<file path="src/rtl/mips_cpu_muldiv.sv">
// mips_cpu_muldiv: iterative HI/LO unit, shift-add multiply and restoring divide on magnitudes,
// with sign fix-up in a final cycle before HI/LO are written.
module mips_cpu_muldiv #(
    parameter int WIDTH = 32
) (
    input  logic             clk,
    input  logic             reset,
    input  logic             clk_enable,
    input  logic             start,
    input  logic [2:0]       op,
    input  logic [WIDTH-1:0] a,
    input  logic [WIDTH-1:0] b,
    output logic [WIDTH-1:0] hi,
    output logic [WIDTH-1:0] lo,
    output logic             busy,
    output logic             done
);
    localparam int CW = $clog2(WIDTH) + 1;

    typedef enum logic [1:0] {IDLE, RUN, FIX} state_t;

    state_t state, state_next;
    logic [CW-1:0] cnt;
    logic div_r, an_r, bn_r;
    logic [WIDTH-1:0] ma_r, mb_r;
    logic [2*WIDTH-1:0] acc;
    logic accept, sgn, an, bn;
    logic [WIDTH-1:0] ma, mb;
    logic [WIDTH:0] msum, dt, dd;
    logic [2*WIDTH-1:0] step, prod;

    // acc holds {partial product, multiplier} or {partial remainder, dividend/quotient}
    always_comb begin
        accept = state == IDLE && start && !op[2];
        sgn = !op[0];
        an = sgn && a[WIDTH-1];
        bn = sgn && b[WIDTH-1];
        ma = an ? -a : a;
        mb = bn ? -b : b;
        msum = {1'b0, acc[2*WIDTH-1:WIDTH]} + (acc[0] ? {1'b0, ma_r} : '0);
        dt = acc[2*WIDTH-1:WIDTH-1];
        dd = dt - {1'b0, mb_r};
        step = !div_r ? {msum, acc[WIDTH-1:1]} :
               dd[WIDTH] ? {dt[WIDTH-1:0], acc[WIDTH-2:0], 1'b0} :
               {dd[WIDTH-1:0], acc[WIDTH-2:0], 1'b1};
        prod = (an_r ^ bn_r) ? -acc : acc;
        busy = state != IDLE;
        state_next = accept ? RUN :
                     (state == RUN && cnt == CW'(WIDTH - 1)) ? FIX :
                     state == FIX ? IDLE : state;
    end

    always_ff @(posedge clk) begin
        if (reset)
            state <= IDLE;
        else if (clk_enable)
            state <= state_next;
    end

    always_ff @(posedge clk) begin
        if (reset) begin
            hi <= '0;
            lo <= '0;
            done <= 1'b0;
            cnt <= '0;
            acc <= '0;
            ma_r <= '0;
            mb_r <= '0;
            div_r <= 1'b0;
            an_r <= 1'b0;
            bn_r <= 1'b0;
        end else if (clk_enable) begin
            done <= state == FIX;
            if (accept) begin
                div_r <= op[1];
                an_r <= an;
                bn_r <= bn;
                ma_r <= ma;
                mb_r <= mb;
                cnt <= '0;
                acc <= {{WIDTH{1'b0}}, op[1] ? ma : mb};
            end else if (state == IDLE && start && op == 3'd4) begin
                hi <= a;
            end else if (state == IDLE && start && op == 3'd5) begin
                lo <= a;
            end else if (state == RUN) begin
                acc <= step;
                cnt <= cnt + 1'b1;
            end else if (state == FIX) begin
                // a zero divisor leaves remainder = |a|, so the dividend-sign fix-up restores hi = a
                hi <= !div_r ? prod[2*WIDTH-1:WIDTH] :
                      an_r ? -acc[2*WIDTH-1:WIDTH] : acc[2*WIDTH-1:WIDTH];
                lo <= !div_r ? prod[WIDTH-1:0] :
                      mb_r == '0 ? '1 :
                      (an_r ^ bn_r) ? -acc[WIDTH-1:0] : acc[WIDTH-1:0];
            end
        end
    end
endmodule

</file>
<file path="config.mk">
export PLATFORM = sky130hd
export DESIGN_NAME = mips_cpu_muldiv
export DESIGN_NICKNAME = d
export VERILOG_FILES = /design/src/rtl/mips_cpu_muldiv.sv
export SDC_FILE = /design/constraint.sdc
export NUM_CORES = 1
export LEC_CHECK = 0
export ABC_CLOCK_PERIOD_IN_PS = 4900
export CAP_MARGIN = 20
export CORE_MARGIN = 8
export CORE_UTILIZATION = 45
export DETAILED_ROUTE_END_ITERATION = 8
export PLACE_DENSITY_LB_ADDON = 0.15
export SLEW_MARGIN = 20
export SYNTH_ARGS = -nofsm -noshare
export SYNTH_HDL_FRONTEND = slang
export SYNTH_SLANG_ARGS = --single-unit
export TNS_END_PERCENT = 10
</file>
<file path="constraint.sdc">
create_clock -name clk -period 4.9 [get_ports clk]
set_input_delay 0.735 -clock clk [delete_from_list [all_inputs] [get_ports clk]]
set_output_delay 0.735 -clock clk [all_outputs]
set_load 0.05 [all_outputs]
</file>
Word level (Yosys, flattened, before mapping) --
Index checks and enable logic that the tools add are counted. Widths: inputs -> output; s select.
Cells by class: add/subtract/negate cells 8, equality and inequality tests 10, muxes and demuxes 30, bitwise logic cells 3, reductions and logical operators 21
Operators by type and width (count):
- $mux 32 | 16
- $mux 64 | 7
- $neg 32->32 | 4
- $neg 64->64 | 1
- $add 32x32->33 | 1
- $sub 33x32->33 | 1
- $logic_not 32->1 | 1
- $mux 6 | 4
- $reduce_and 5->1 | 2
- $reduce_bool 2->1 | 4
- $logic_and 1x1->1 | 7
- $add 6x1->6 const B | 1
- $eq 3x3->1 const B | 2
- $eq 6x5->1 const B | 1
- $mux 2 | 3
- $ne 2x2->1 const B | 3
- $ne 2x1->1 const B | 2
- $reduce_and 2->1 | 2
- $reduce_and 4->1 | 1
- $reduce_bool 3->1 | 1
- $eq 2x1->1 const B | 1
- $eq 2x2->1 const B | 1
- $logic_not 1->1 | 2
- $logic_not 2->1 | 1
- 2 further kinds | 3
Word-level totals: flip-flop bits (word level) 204, input port bits 71, logic and storage cells 83

Depth between registers and ports, before layout --
depth after elaboration 7, gate-level depth with buffers 15, depth with buffers taken out 13

Least setup slack after synthesis --
OpenSTA, ideal clock, no wires.
path type register to register, from reg acc[0], to reg acc[59], library setup time 0.120 ns, arrival 3.205 ns, required time 4.780 ns, setup slack 1.575 ns, cell stages (with the launch flop) 16, buffers on the path 2, cells stage by stage dfxtp_1 -> clkbuf_1 -> clkbuf_1 -> and2_1 -> ha_1 -> inv_1 -> fa_1 -> nand2b_1 -> a21oi_1 -> o41ai_1 -> a21oi_1 -> a21oi_1 -> a31oi_1 -> or4_1 -> a32oi_1 -> a21oi_1
On the way: cells in the longest elaborated chain, start to end 7
Ends and longest elaborated chain:
- start, declared | line 26 | logic [2*WIDTH-1:0] acc;
- start signal, assigned | line 81 | acc <= {{WIDTH{1'b0}}, op[1] ? ma : mb};
- start signal, assigned | line 87 | acc <= step;
- $mux 32 | line 40 | msum = {1'b0, acc[2*WIDTH-1:WIDTH]} + (acc[0] ? {1'b0, ma_r} : '0);
- $add 32x32->33 | line 40
- $mux 64 | line 43 | step = !div_r ? {msum, acc[WIDTH-1:1]} :
- $mux 64 | line 86 | end else if (state == RUN) begin
- $mux 64 | line 84 | end else if (state == IDLE && start && op == 3'd5) begin
- $mux 64 | line 82 | end else if (state == IDLE && start && op == 3'd4) begin
- $mux 64 | line 74 | if (accept) begin
Every way passes these cells. The select of a mux whose other input is x is not followed. A chain may end at the register's enable or synchronous reset.

Final worst setup path --
Same ends and word-level chain as after synthesis.

==> results.md <==
- Setup TNS: 0 ns
- Rows: 67
- Initial antenna violation count: 0
- Hpwl dp: 48400 um
- CP max-delay cell: dfxtp_1
- Synth Area per Inst: around 7.5 um^2
- Top Ports: 137
- Diode count: 0
- Drt pass-1 iters: 8
- Synth top area cells: dfxtp_1 27%, a21oi_1 6.9%, nor2_1 5.9%, ha_1 5.6%, xnor2_1 4.9%
- Vias in the first global route: 15108
- Core Area: approximately 34000 um^2
- Netlist Area Pre-Place: 15400 um^2
- Routed Antenna Nets: 0
- H-tree level count: 1
- CTS Hold Buffers Added: 0
- Final Slew Violations: 0
- Layout cells sized above 1: 7.123%
- Synth Flop Type: dfxtp_1
- Vias per inst: 6.186
- DRT iter0 DRCs: approximately 1500
- Die width: 201.0 um
- RSZ-0062 raised after global routing: false
- Util after Layout: 53.83%
- LEAKAGE: 7.031 nW
- Syn Nets: 2191
- Relative slew slack: 30.62%
- Largest net degree at the start of global routing: 105
- Max-cap viol count: 0
- Most frequent cell on the critical path: a21oi_1
- Crit-path cells: and2_1, ha_1, o211ai_1, a21oi_1, o41ai_1, a21oi_1, a21oi_1, a31oi_1, or4_1, a32oi_1, a21oi_1
- Gr usage total: 28.83%
- Die area: 40400 um^2
- Hold WC Path Type: reg -> reg
- Placed cell count: 2549
- Pwr/cell area: approximately 260 nW/um^2
- Routability Congestion: 0.9885
- Measured slew at the worst slew-check pin: ~1.0 ns
- Layout area overhead: 17.52%
- CP Capture Type: register
- Post-Syn Instances: 2049
- Routed vias: around 16000
- Critical path arrival: 4.46 ns
- Status: finished, final reports clean
- Most common cell in the synthesized netlist: nor2_1
- Fin crit share: roughly 82%
- CTS Buffer Depth: 3
- Worst clock skew: around 0.025 ns
- CTS buffer count: 25
- Total Nets Final: 2271
- Global-route wire length before repair: roughly 90000 um
- Port buffer count: approximately 140
- Hold_ws: 0.4547 ns
- Share of flip-flops with an asynchronous set or reset after synthesis: 0%
- Netlist cell types: just over 70
- Root Driver: clkbuf_16
- Crit path required time: 5.33 ns
- WL final: 61440 um
- Sink Count: between 200 and 250
- Synth top cells by count: 242 x nor2_1, 212 x a21oi_1, 204 x dfxtp_1
- Worst-skew pair later-pin latency: 0.56 ns
- Top cell type by total area after synthesis: dfxtp_1
- EDFF count, synth: 0
- FF+latch count, synth: 204
- Clk slew on worst S/H paths: roughly 0.06 ns
- Worst setup SP type: register
- Min Tclk post-route: ~4.0 ns
- Congestion Overflow GR: 0
- Peak VDD IR: ~0.30 mV
- Final hold violation count: 0
- Fmax achieved: 0.2481 GHz
- Non-Filler Instances: approximately 2600
- Largest fanout on the critical path: 18
- Drt wl/cell: 23.67 um
- Post-CTS setup buffers: 0
- CP Class: reg -> reg
- TritonCTS clock tree: built
- Post-synthesis sequential area ratio: roughly a quarter
- CTS resizes: 0
- Endpoints failing setup: 0
- Die Y: 201.0 um
- Yosys warns: 0
- Drt drc: 0
- Initial Util: 45.81%
- Post-synth top area share: 26.52%
- Max incr delay on CP: 0.75 ns
-- sequential cells by signal, summed over array words and instances (netlist names) --
register and cells:
acc 64, an_r 1, bn_r 1, cnt 6, div_r 1, done 1
hi 32, lo 32, ma_r 32, mb_r 32, state 2
-- area by class of cell --
cell class                 count  area, um^2
clock buffer                  33       695.7
clock inverter                13       157.7
fill                        3251       15520
inverter                      70       262.8
multi-input combinational   1638       10560
sequential                   204        4085
tap                          448       560.5
timing repair buffer         190        1772
-- where the power goes --
| group | total (mW) | switching (mW) | leakage, nW | internal [mW] |
|---|---|---|---|---|
| Sequential | 1.76 | 0.0512 | 1.65 | 1.70 |
| Combinational | 0.937 | 0.603 | 4.96 | 0.334 |
| Clock | 1.95 | 0.787 | 0.421 | 1.16 |
-- worst max-delay path, delay by kind of cell (launching register included) --
family                     cells  cell delay, ns
AOI/OAI and AO/OA              8            2.15
and+or+nand+nor                2            0.73
DFF                            1            0.75
adders and majority gates      1            0.28
-- cell usage in the layout (no fill, tap or decap), types with 22 or more instances in the layout --
cell type	n
nor2_1	239
a21oi_1	212
dfxtp_1	203
nand2_1	180
clkdlybuf4s50_1	134
o21ai_0	86
xnor2_1	85
xor2_1	85
a211oi_1	77
inv_1	69
ha_1	69
buf_4	53
mux2i_1	49
nor3_1	45
and2_1	44
o221ai_1	39
nand3_1	29
a21o_1	27
nand4_1	27
clkbuf_16	25
a222oi_1	22
-- routing by layer --
| layer | part of all wire [%] | up-vias | wire length, um | global-route usage, % |
|---|---|---|---|---|
| met3 | 6.6 | 157 | 4077 | 3.486 |
| li1 | - | 7649 | - | - |
| met5 | 0 | - | 0 | 0 |
| met2 | 45 | 690 | 27920 | 46.78 |
| met4 | 5.0 | 0 | 3097 | 12.35 |
| met1 | 43 | 7564 | 26340 | 38.07 |
-- final timing paths --
check                       from              endpoint  slack [ns]  depth (start not counted)
max          acc[0]$_SDFFE_PP0P_  acc[59]$_SDFFE_PP0P_        0.87                         11
min          lo[13]$_SDFFE_PP0P_   lo[13]$_SDFFE_PP0P_        0.45                          2
max reg2reg  acc[0]$_SDFFE_PP0P_  acc[59]$_SDFFE_PP0P_        0.87                         11
min reg2reg  lo[13]$_SDFFE_PP0P_   lo[13]$_SDFFE_PP0P_        0.45                          2
-- cells by family after synthesis --
family | after synthesis | synth area share [%]
AND/OR/NAND/NOR | 687 | 21.09
buffers and inverters | 207 | 5.086
XOR/XNOR | 171 | 9.726
AO/OA/AOI/OAI | 640 | 27.07
adder cells (fa/ha/maj) | 71 | 5.867
multiplexers | 69 | 4.648
flip-flops | 204 | 26.52
-- metrics by stage --
step	setup slack, ns	power [mW]	instance area (um^2)
floorplan	1.575	2.345	15400
global placement	0.8394	2.702	17240
detailed placement	0.8664	2.706	17240
CTS	0.9436	4.649	18090
global route	0.6745	4.798	18100
finish	0.8701	4.639	18100
(Power assumes the default switching activity.)
